**src/rtl/mcyc_ctrl.sv**
```systemverilog
// Multicycle RV32I control FSM: sequences the shared ALU, memory port and IR/PC registers.
// Optional MCYC_CTRL_PERF_EN adds cycles/instret performance counters.
module mcyc_ctrl (
  input  logic       clk,
  input  logic       rst,
  input  logic [6:0] op,
  input  logic       br_taken,
  output logic       pc_we,
  output logic       adr_src,
  output logic       mem_we,
  output logic       ir_we,
  output logic       reg_we,
  output logic [1:0] res_src,
  output logic [1:0] alu_src_a,
  output logic [1:0] alu_src_b,
  output logic [1:0] alu_op,
  output logic [2:0] imm_src,
  output logic       err,
  output logic [3:0] state
`ifdef MCYC_CTRL_PERF_EN
  ,
  output logic [31:0] cycles,
  output logic [31:0] instret
`endif
);

  localparam logic [6:0] OP_LW   = 7'b0000011;
  localparam logic [6:0] OP_SW   = 7'b0100011;
  localparam logic [6:0] OP_R    = 7'b0110011;
  localparam logic [6:0] OP_I    = 7'b0010011;
  localparam logic [6:0] OP_BR   = 7'b1100011;
  localparam logic [6:0] OP_JAL  = 7'b1101111;
  localparam logic [6:0] OP_JALR = 7'b1100111;
  localparam logic [6:0] OP_LUI  = 7'b0110111;

  typedef enum logic [3:0] {
    FETCH  = 4'd0,  DECODE = 4'd1,  MEMADR = 4'd2,  MEMRD = 4'd3,
    MEMWB  = 4'd4,  MEMWR  = 4'd5,  EXECR  = 4'd6,  EXECI = 4'd7,
    ALUWB  = 4'd8,  BRANCH = 4'd9,  JAL    = 4'd10, JALR  = 4'd11,
    LUI    = 4'd12, ERR    = 4'd13
  } state_t;

  state_t cur, nxt;
  // Set while ALUWB follows JALR: alu_out holds the jump target there, so the
  // link value old_pc+4 is recomputed in ALUWB and taken from the comb ALU result.
  logic   jalr_wb;

  assign state = cur;

  always_ff @(posedge clk) begin
    if (rst) begin
      cur     <= FETCH;
      jalr_wb <= 1'b0;
    end else begin
      cur     <= nxt;
      jalr_wb <= (cur == JALR);
    end
  end

  always_comb begin
    nxt = cur;
    case (cur)
      FETCH:  nxt = DECODE;
      DECODE: begin
        case (op)
          OP_LW, OP_SW: nxt = MEMADR;
          OP_R:         nxt = EXECR;
          OP_I:         nxt = EXECI;
          OP_BR:        nxt = BRANCH;
          OP_JAL:       nxt = JAL;
          OP_JALR:      nxt = JALR;
          OP_LUI:       nxt = LUI;
          default:      nxt = ERR;
        endcase
      end
      MEMADR: nxt = (op == OP_LW) ? MEMRD : MEMWR;
      MEMRD:  nxt = MEMWB;
      EXECR, EXECI, JAL, JALR, LUI: nxt = ALUWB;
      MEMWB, MEMWR, ALUWB, BRANCH:  nxt = FETCH;
      ERR:    nxt = ERR;
      default: nxt = FETCH;
    endcase
  end

  always_comb begin
    pc_we     = 1'b0;
    adr_src   = 1'b0;
    mem_we    = 1'b0;
    ir_we     = 1'b0;
    reg_we    = 1'b0;
    res_src   = 2'd0;
    alu_src_a = 2'd0;
    alu_src_b = 2'd0;
    alu_op    = 2'd0;
    imm_src   = 3'd0;
    err       = 1'b0;
    case (cur)
      FETCH: begin
        ir_we = 1'b1; alu_src_b = 2'd2; res_src = 2'd2; pc_we = 1'b1;
      end
      DECODE: begin
        alu_src_a = 2'd1; alu_src_b = 2'd1; imm_src = 3'd2;
      end
      MEMADR: begin
        alu_src_a = 2'd2; alu_src_b = 2'd1;
        imm_src   = (op == OP_LW) ? 3'd0 : 3'd1;
      end
      MEMRD: adr_src = 1'b1;
      MEMWB: begin
        res_src = 2'd1; reg_we = 1'b1;
      end
      MEMWR: begin
        adr_src = 1'b1; mem_we = 1'b1;
      end
      EXECR: begin
        alu_src_a = 2'd2; alu_op = 2'd2;
      end
      EXECI: begin
        alu_src_a = 2'd2; alu_src_b = 2'd1; alu_op = 2'd2;
      end
      ALUWB: begin
        reg_we = 1'b1;
        if (jalr_wb) begin
          alu_src_a = 2'd1; alu_src_b = 2'd2; res_src = 2'd2;
        end
      end
      BRANCH: begin
        alu_src_a = 2'd2; alu_op = 2'd1; pc_we = br_taken;
      end
      JAL: begin
        alu_src_a = 2'd1; alu_src_b = 2'd2; pc_we = 1'b1;
      end
      JALR: begin
        alu_src_a = 2'd2; alu_src_b = 2'd1; res_src = 2'd2; pc_we = 1'b1;
      end
      LUI: begin
        alu_src_b = 2'd1; imm_src = 3'd4; alu_op = 2'd3;
      end
      ERR: err = 1'b1;
      default: ;
    endcase
    if (rst) begin
      pc_we  = 1'b0;
      ir_we  = 1'b0;
      mem_we = 1'b0;
      reg_we = 1'b0;
    end
  end

`ifdef MCYC_CTRL_PERF_EN
  always_ff @(posedge clk) begin
    if (rst) begin
      cycles  <= 32'd0;
      instret <= 32'd0;
    end else begin
      if (cur != ERR) cycles <= cycles + 32'd1;
      if (nxt == FETCH && cur != FETCH && cur != ERR) instret <= instret + 32'd1;
    end
  end
`endif

endmodule

```
**config.mk**
```make
export PLATFORM = sky130hd
export DESIGN_NAME = mcyc_ctrl
export DESIGN_NICKNAME = d
export VERILOG_FILES = /design/src/rtl/mcyc_ctrl.sv
export SDC_FILE = /design/constraint.sdc
export NUM_CORES = 1
export LEC_CHECK = 0
export CORE_UTILIZATION = 41
export DETAILED_ROUTE_END_ITERATION = 10
export PLACE_DENSITY_LB_ADDON = 0.15
export SYNTH_ARGS = -nofsm -noshare
export SYNTH_HDL_FRONTEND = slang
export SYNTH_SLANG_ARGS = --single-unit
```
**constraint.sdc**
```tcl
create_clock -name clk -period 3.7 [get_ports clk]
set_input_delay 0.74 -clock clk [delete_from_list [all_inputs] [get_ports clk]]
set_output_delay 0.74 -clock clk [all_outputs]
set_load 0.02 [all_outputs]
```
==> flow_summary_export.csv <==
group,metric,value,unit
clocking,clk_latency,0.25,ns
synth,ys_async_sr_fraction,0,%
floorplanning,die-height,39.8,um
status,status,"completed",
floorplanning,ios,31,
clocking,h-tree-depth,1,
timing,period_share,88.0,%
global_routing,gr-total-overflow,0,
synth,ys_ff_latch,5,
synth,synth_warnings,0,
global_routing,grt_pass1_vias,518,
timing,finClkSkew,0.0127,ns
layout,layout_common_cells,"clkdlybuf4s50_1 (30), nor2_1 (16), a21oi_1 (7)",
layout,diodes,0,
layout,fin_area,888,sq um
clocking,cts_setup_buffers,0,
worst_setup_path,crit_arrival,2.51,ns
detailed_routing,wirelength,1.51,mm
timing,worst_pin_slew,0.582,ns
floorplanning,start_util,44.4,%
layout,layout_commonest_cell,"clkdlybuf4s50_1",
placement,hpwl,1.09,mm
placement,pre_cts_slack,0.467,ns
timing,fmax,307,MHz
detailed_routing,drc_errors,0,
clocking,cts_num_sinks,5,
timing,tns,0,ns
timing,finalSetupViolCount,0,
timing,period_minus_slack,3.25,ns
synth,netlist_area,586,sq um
detailed_routing,ant_nets,0,
clocking,cts_root_buffer,"clkbuf_4",
pwr,switchingPower,0.117,mW
pwr,p_int,0.171,mW
timing,slew_viol_final,0,
synth,synth_edf_count,0,
flow_run,drv_cap,0,
worst_setup_path,end_kind,"primary output",
timing,hold_violations,0,
layout,drive_gt1_share,9.73,%
clocking,numCtsBuffers,3,
detailed_routing,vias,672,
hold_path,hp-class,"flip-flop to flip-flop",
clocking,post_cts_resized,0,
layout,syn_to_final_growth,51.7,%
clocking,clk_path_buf_depth,2,
clocking,cts_tree,"done",
pwr,swShare,40.5,%
detailed_routing,drtPass1Iterations,4,
synth,syn_inst,87,
floorplanning,rows,13,
placement,gp_congestion,0.799,
pwr,p_per_area,324,nW/um^2
worst_setup_path,critPathRequiredTime,2.96,ns
pwr,leakage,0.305,nW
pwr,power,0.288,mW
clocking,ctsHoldBuffers,0,
synth,ys_seq_area_share,17.1,%
placement,placed_area,862,sq um
layout,finalNonFillerCells,128,
pwr,power_frac_clock,22.8,%
synth,avgSynthCellArea,6.73,sq um
worst_setup_path,critical_path_class,"input port to primary output",
worst_setup_path,critPathMaxFanout,5,
global_routing,grt_max_degree,19,
timing,rsz0062_at_grt,"no",
floorplanning,die_w,39.8,um
clocking,clk_pin_slew,0.05,ns
pwr,power_frac_comb,51.3,%
placement,io_buffers,30,
worst_setup_path,critPathLaunchType,"input port",
timing,slew-limit-headroom,61.1,%
detailed_routing,avgViaCountPerCell,5.25,
floorplanning,dieArea,1580,sq um
detailed_routing,first_iter_violations,11,
synth,ys.flop_type,"dfxtp_1",
layout,final_nets,124,
pwr,ir_drop,151,uV
placement,dp.cells,124,
pwr,pwr-share-seq,25.9,%
floorplanning,coreArea,1320,sq um
global_routing,grt_pass1_wl,2.24,mm
global_routing,antenna_found_initial,0,
timing,setup_slack,0.446,ns
global_routing,track_usage,21.2,%
layout,fillers,133,
synth,synth_fp_nets,97,
detailed_routing,wire_per_inst,11.8,um
synth,synthDistinctLibCells,33,
[power groups by stage]
| stage | clock (mW) | combinational (mW) | sequential [mW] |
|---|---|---|---|
| finish | 0.0658 | 0.148 | 0.0745 |
| global route | 0.0734 | 0.160 | 0.0759 |
| CTS | 0.0669 | 0.148 | 0.0742 |
| detailed placement | 0 | 0.147 | 0.0755 |
| global placement | 0 | 0.146 | 0.0753 |
| floorplan | 0 | 0.0942 | 0.0678 |
[routing by layer]
layer / share of wire, % / global-route usage (%) / up-vias
met1: 49 / 28.9 / 299
met3: 3.0 / 3.41 / 0
met2: 48 / 31.6 / 17
met5: 0 / 0 / -
met4: 0 / 10.3 / 0
li1: - / - / 356
[synth_stat cells (all sizes together) (2+ instances only)]
| library cell | instances | area share (%) |
|---|---|---|
| nor2 | 16 | 10 |
| a21oi | 7 | 6.0 |
| o21ai | 6 | 5.1 |
| a211o | 2 | 3.2 |
| dfxtp | 5 | 17 |
| nor3 | 6 | 5.1 |
| nand2 | 5 | 3.2 |
| or2 | 3 | 3.2 |
| xnor2 | 3 | 4.5 |
| buf | 7 | 6.6 |
| nand2b | 2 | 2.1 |
| nand3 | 3 | 3.4 |
| mux2 | 2 | 3.8 |
| nor4 | 2 | 4.7 |
| inv | 5 | 3.2 |
| nor4b | 2 | 3.0 |
[critical path: stages]
cell and delay [ns]:
clkdlybuf4s50_1 0.46, or3_4 0.42, nor4_4 0.22, nor4b_1 0.10
clkdlybuf4s50_1 0.56
[cell type report]
| class | count | area (sq um) | area share, % |
|---|---|---|---|
| clock buffer | 4 | 26.3 | 2.96 |
| tap | 15 | 18.8 | 2.11 |
| inverter | 5 | 18.8 | 2.11 |
| sequential | 5 | 100 | 11.3 |
| timing repair buffer | 30 | 300 | 33.8 |
| multi-input combinational | 69 | 424 | 47.7 |
[sequential cells by signal (all words and copies together), names as in the netlist]
signal	cells
jalr_wb	1
state	4
[metrics by stage]
| stage | hold slack, ns | util [%] |
|---|---|---|
| after floorplan | 0.752 | - |
| after global placement | 0.674 | 65.4 |
| after detailed placement | 0.684 | 65.4 |
| after CTS | 0.688 | 67.4 |
| after global routing | 0.755 | 67.4 |
| final | 0.693 | 67.4 |
[worst paths after layout]
kind | from | endpoint | slack (ns) | cells past startpoint
max | op[2] | imm_src[0] | 0.45 | 5
min | state[0]$_SDFF_PP0_ | jalr_wb$_SDFF_PP0_ | 0.69 | 2
max reg2reg | state[2]$_SDFF_PP0_ | state[2]$_SDFF_PP0_ | 2.13 | 4
min reg2reg | state[0]$_SDFF_PP0_ | jalr_wb$_SDFF_PP0_ | 0.69 | 2
[cell families (layout without fill, tap and decap cells)]
kind of cell,after synthesis,after routing,share of synthesized area [%]
mux,2,2,3.85
flops,5,5,17.1
buf+inv,13,39,10.5
xor+xnor,3,3,4.49
compound gates,22,22,24.8
simple gates,42,42,39.3
(Power assumes the default switching activity.)
==> RTL change 1, RTL diff (same settings) <==
Register the inputs `op` and `br_taken` before use, without a reset. The logic sees them one clock later.
--- a/src/rtl/mcyc_ctrl.sv
+++ b/src/rtl/mcyc_ctrl.sv
@@ -40,6 +40,14 @@
     LUI    = 4'd12, ERR    = 4'd13
   } state_t;
 
+  logic [6:0] op_q;
+  logic br_taken_q;
+
+  always_ff @(posedge clk) begin
+    op_q       <= op;
+    br_taken_q <= br_taken;
+  end
+
   state_t cur, nxt;
   // Set while ALUWB follows JALR: alu_out holds the jump target there, so the
   // link value old_pc+4 is recomputed in ALUWB and taken from the comb ALU result.
@@ -62,7 +70,7 @@
     case (cur)
       FETCH:  nxt = DECODE;
       DECODE: begin
-        case (op)
+        case (op_q)
           OP_LW, OP_SW: nxt = MEMADR;
           OP_R:         nxt = EXECR;
           OP_I:         nxt = EXECI;
@@ -73,7 +81,7 @@
           default:      nxt = ERR;
         endcase
       end
-      MEMADR: nxt = (op == OP_LW) ? MEMRD : MEMWR;
+      MEMADR: nxt = (op_q == OP_LW) ? MEMRD : MEMWR;
       MEMRD:  nxt = MEMWB;
       EXECR, EXECI, JAL, JALR, LUI: nxt = ALUWB;
       MEMWB, MEMWR, ALUWB, BRANCH:  nxt = FETCH;
@@ -103,7 +111,7 @@
       end
       MEMADR: begin
         alu_src_a = 2'd2; alu_src_b = 2'd1;
-        imm_src   = (op == OP_LW) ? 3'd0 : 3'd1;
+        imm_src   = (op_q == OP_LW) ? 3'd0 : 3'd1;
       end
       MEMRD: adr_src = 1'b1;
       MEMWB: begin
@@ -125,7 +133,7 @@
         end
       end
       BRANCH: begin
-        alu_src_a = 2'd2; alu_op = 2'd1; pc_we = br_taken;
+        alu_src_a = 2'd2; alu_op = 2'd1; pc_we = br_taken_q;
       end
       JAL: begin
         alu_src_a = 2'd1; alu_src_b = 2'd2; pc_we = 1'b1;
Formal check against the unedited RTL: not equivalent (Yosys sat finds a counterexample within 4 cycles, from zero or initial values and one cycle with rst high).
==> RTL change 1 against the original RTL <==
- the flow now finishes with violations (design-rule violations)
- design area up 15%
- sequential cell count up 8
- power up 36%
- die area up 19%
- combinational power down 8%
- area after synthesis up 21%
- wire length up 0.46%
- setup slack better by 200 ps
- register-to-register slack worse by 60 ps
- largest power group is now sequential cells
- highest routed layer is now met4
==> RTL change 1: results (changes against the original RTL) <==
{| class="wikitable"
! Metric !! Value
|-
| Final wirelength || 1520 µm (+0.46%)
|-
| Setup Skew || 1.49 ps (-11.2 ps)
|-
| Peak per-stage delay on the critical path || 660 ps (+100 ps)
|-
| Final Instance Count excl. Fillers || 135 (+5.5%)
|-
| End point of the critical path || pc_we
|-
| Placed instance area || 995 µm² (+15%)
|-
| Crit path DAT || 2310 ps (-200 ps)
|-
| Hold_ws || 722 ps (+29.0 ps)
|-
| Post-DP HPWL || 1110 µm (+2.5%)
|-
| Global-route wire length before repair || 2670 µm (+19%)
|-
| Ratio of cells with drive above 1 in the final layout || 8.40% (-1.3 points)
|-
| Final Total Pwr || 0.000392 W (+36%)
|-
| Leakage Power || 0.377 nW (+23%)
|-
| Largest net degree at the start of global routing || 23 (+4)
|-
| Top fanout value on the critical path || 9 (+4)
|-
| Mean Syn Cell Area || 7.59 µm² (+13%)
|-
| Sw Pwr || 0.000132 W (+13%)
|-
| Capturing point of the worst reg2reg path || state[1]
|-
| Cell variety after synth || 32 (-3.0%)
|-
| DRC violation count after routing || 6 (+6)
|-
| Clock slew at the register clock pins of the worst setup and hold paths || 70 ps (+20 ps)
|-
| Startpoint of the most critical setup path || rst
|-
| Global-route usage over all layers || 19.0% (-2.2 points)
|-
| Beginning of the worst register-to-register path || op_q[3]
|-
| Status || complete, but fails checks
|-
| Headroom to the max-slew limit || 58.3% (-2.8 points)
|-
| Flip-flop count of the largest register, all copies and words added || 7 (+3)
|-
| Failing checks || design-rule violations
|}
-- RTL change 1: cell types whose count changed after synthesis, moves of 3 or more --
cell / unedited run / this run
dfxtp_1: 5 / 13
clkbuf_1: 1 / 6
nor2_1: 16 / 12
buf_2: 4 / 1
nor4_1: 1 / 4
-- RTL change 1: logic make-up (layout without fill, tap and decap cells) --
family	count (synthesis)	count (layout)	share of synthesized area (%)
xor+xnor	2	2	2.48
simple gates	44	44	34.4
flops	13	13	36.9
buf+inv	12	38	6.56
compound gates	22	22	19.7
-- RTL change 1: metal layers --
layer	share of wire, %	vias up	wire length [µm]	global-route usage [%]
met5	0	-	0	0
met4	1.5	0	23	9.38
met3	3.5	2	53	3.75
met2	47	22	721	28.2
met1	48	339	723	26.2
li1	-	382	-	-
-- RTL change 1: area by class of cell --
class,count,share of cell area [%]
timing repair buffer,30,29.4
multi-input combinational,68,39.1
tap,16,1.96
clock buffer,4,2.57
sequential,13,25.5
inverter,4,1.47
==> RTL change 2, RTL diff (same flow settings) <==
Made on the original files. Add a define of `MCYC_CTRL_PERF_EN`.
--- a/src/rtl/mcyc_ctrl.sv
+++ b/src/rtl/mcyc_ctrl.sv
@@ -1,5 +1,7 @@
 // Multicycle RV32I control FSM: sequences the shared ALU, memory port and IR/PC registers.
 // Optional MCYC_CTRL_PERF_EN adds cycles/instret performance counters.
+`define MCYC_CTRL_PERF_EN
+
 module mcyc_ctrl (
   input  logic       clk,
   input  logic       rst,
Check against the original RTL (old outputs only; new: cycles and instret): equivalent (Yosys induction, for registers that start in step).
==> RTL change 2 against the original RTL <==
- power grew to 5.5 times the old value
- area after synthesis grew to 6.0 times the old value
- design area rose to 5.3 times the old value
- combinational power increased by 47%
- register-to-register slack lost 1200 ps
- setup slack better by 29 ps
- largest power group is now sequential cells
- wire length rose to 5.6 times the old value
- sequential cell count up 64
==> RTL change 2: results (changes against the original RTL) <==
{| class="wikitable"
! Metric !! Value
|-
| Status || finished clean
|-
| Top post-synthesis cells by area || dfxtp_1 (39%), nor2_1 (6.8%), xnor2_1 (6.5%)
|-
| Initial antenna violation count || 0 (unchanged)
|-
| Synth warnings || 0 (unchanged)
|-
| Fraction of synthesized area in multiplexers || 0.929% (-2.9 points)
|-
| Post-DP HPWL || 5800 µm (+430%)
|-
| Final wirelength || 8440 µm (+460%)
|-
| Global-route usage over all layers || 19.4% (-1.8 points)
|-
| Peak per-stage delay on the critical path || 530 ps (-30 ps)
|-
| Top cells by instance count after synthesis || dfxtp_1 (69), nor2_1 (63), nand2_1 (26), xnor2_1 (26)
|-
| Diodes inserted || 0 (unchanged)
|-
| Leakage Power || 1.56 nW (+410%)
|-
| Area share of fa/ha/maj cells after synthesis || 0.715% (+0.71 points)
|-
| Fraction of synthesized cell area in xor and xnor cells || 13.3% (+8.8 points)
|-
| Proportion of total power due to net switching || 27.2% (-13 points)
|-
| Ratio of cells with drive above 1 in the final layout || 6.18% (-3.6 points)
|-
| Cell variety after synth || 47 (+42%)
|-
| Maximum vdd drop || 175 µV (+16%)
|-
| Root Driver || clkbuf_8
|-
| Clock slew at the register clock pins of the worst setup and hold paths || 80 ps (+30 ps)
|-
| Synth async-reset ratio || 0% (unchanged)
|-
| Net count after synthesis || 441 (+350%)
|-
| CTS Buffer Depth || 2 (unchanged)
|-
| Number of H-tree branching levels || 3 (+2)
|-
| Vias in the first global route || 2882 (+460%)
|-
| Largest net degree at the start of global routing || 50 (+31)
|-
| Total number of nets in the final design || 526 (+320%)
|-
| Inserted Clock Buffers || 9 (+6)
|-
| Global-route wire length before repair || 13800 µm (+510%)
|-
| R2r setup slk || 900 ps (-1230 ps)
|-
| Setup Skew || 12.3 ps (-0.331 ps)
|-
| Share of the synthesized area in compound gates (AO/OA/AOI/OAI) || 9.61% (-15 points)
|-
| Worst path slowest cell || clkdlybuf4s50_1
|-
| Combinational share of power || 13.6% (-38 points)
|-
| Worst-Margin Slew || 779 ps (+197 ps)
|-
| Drt first-iter violations || 155 (+144)
|-
| Top fanout value on the critical path || 3 (-2)
|-
| Routability cong. || 0.785 (-1.7%)
|-
| Clock group power || 0.000592 W (+800%)
|-
| Post-synthesis sequential area ratio || 39.5% (+22 points)
|-
| # port buffers || 94 (+210%)
|-
| Worst-skew pair later-pin latency || 340 ps (+90 ps)
|-
| Via/cell ratio || 5.36 (+2.2%)
|}
[RTL change 2: cell types whose count changed in the layout (fill, tap and decap cells not counted), sizes merged, moves of 17 or more]
cell / before / now
nor2: 16 / 63
nand2: 5 / 26
dfxtp: 5 / 69
nand3: 3 / 20
xnor2: 3 / 26
a21oi: 7 / 24
clkdlybuf4s50: 30 / 93
xor2: 0 / 25
nand4: 0 / 20
[RTL change 2: area by class of cell]
type                    count  area (µm²)
well taps                 105         131
repair buffers            100         981
clock buffers              10         128
flip-flops and latches     69        1380
multi-input cells         320        1960
fillers                   799        3570
clock inverters             5        52.6
inverters                  14        52.6
[RTL change 2: final timing paths]
kind | start | to | cells past startpoint
hold / removal | cycles[1] | cycles[1] | 2
setup / recovery | op[1] | imm_src[0] | 7
setup reg to reg | state[1] | instret[29] | 5
hold reg to reg | cycles[1] | cycles[1] | 2
[RTL change 2: layer usage]
metal | global-route usage (%) | part of all wire (%)
met1 | 25.9 | 49
met2 | 30.8 | 45
met3 | 2.98 | 4.0
met4 | 8.72 | 2.0
met5 | 0 | 0
[RTL change 2: per-stage QoR]
step / cells / setup WS, ps / power [W] / hold slack, ps / cell area, µm²
floorplan: 429 / 1220 / 0.000935 / 553 / 3500
global placement: 608 / 505 / 0.00102 / 468 / 4500
detailed placement: 608 / 484 / 0.00102 / 482 / 4500
CTS: 623 / 473 / 0.00161 / 493 / 4680
global route: 623 / 295 / 0.00167 / 521 / 4680
finish: 623 / 474 / 0.00160 / 491 / 4680
[RTL change 2: cells by family after synthesis]
logic type	count (synthesis)
simple gates	209
flops	69
compound gates	55
xor+xnor	51
buf+inv	40
mux	3
fa+ha+maj	2
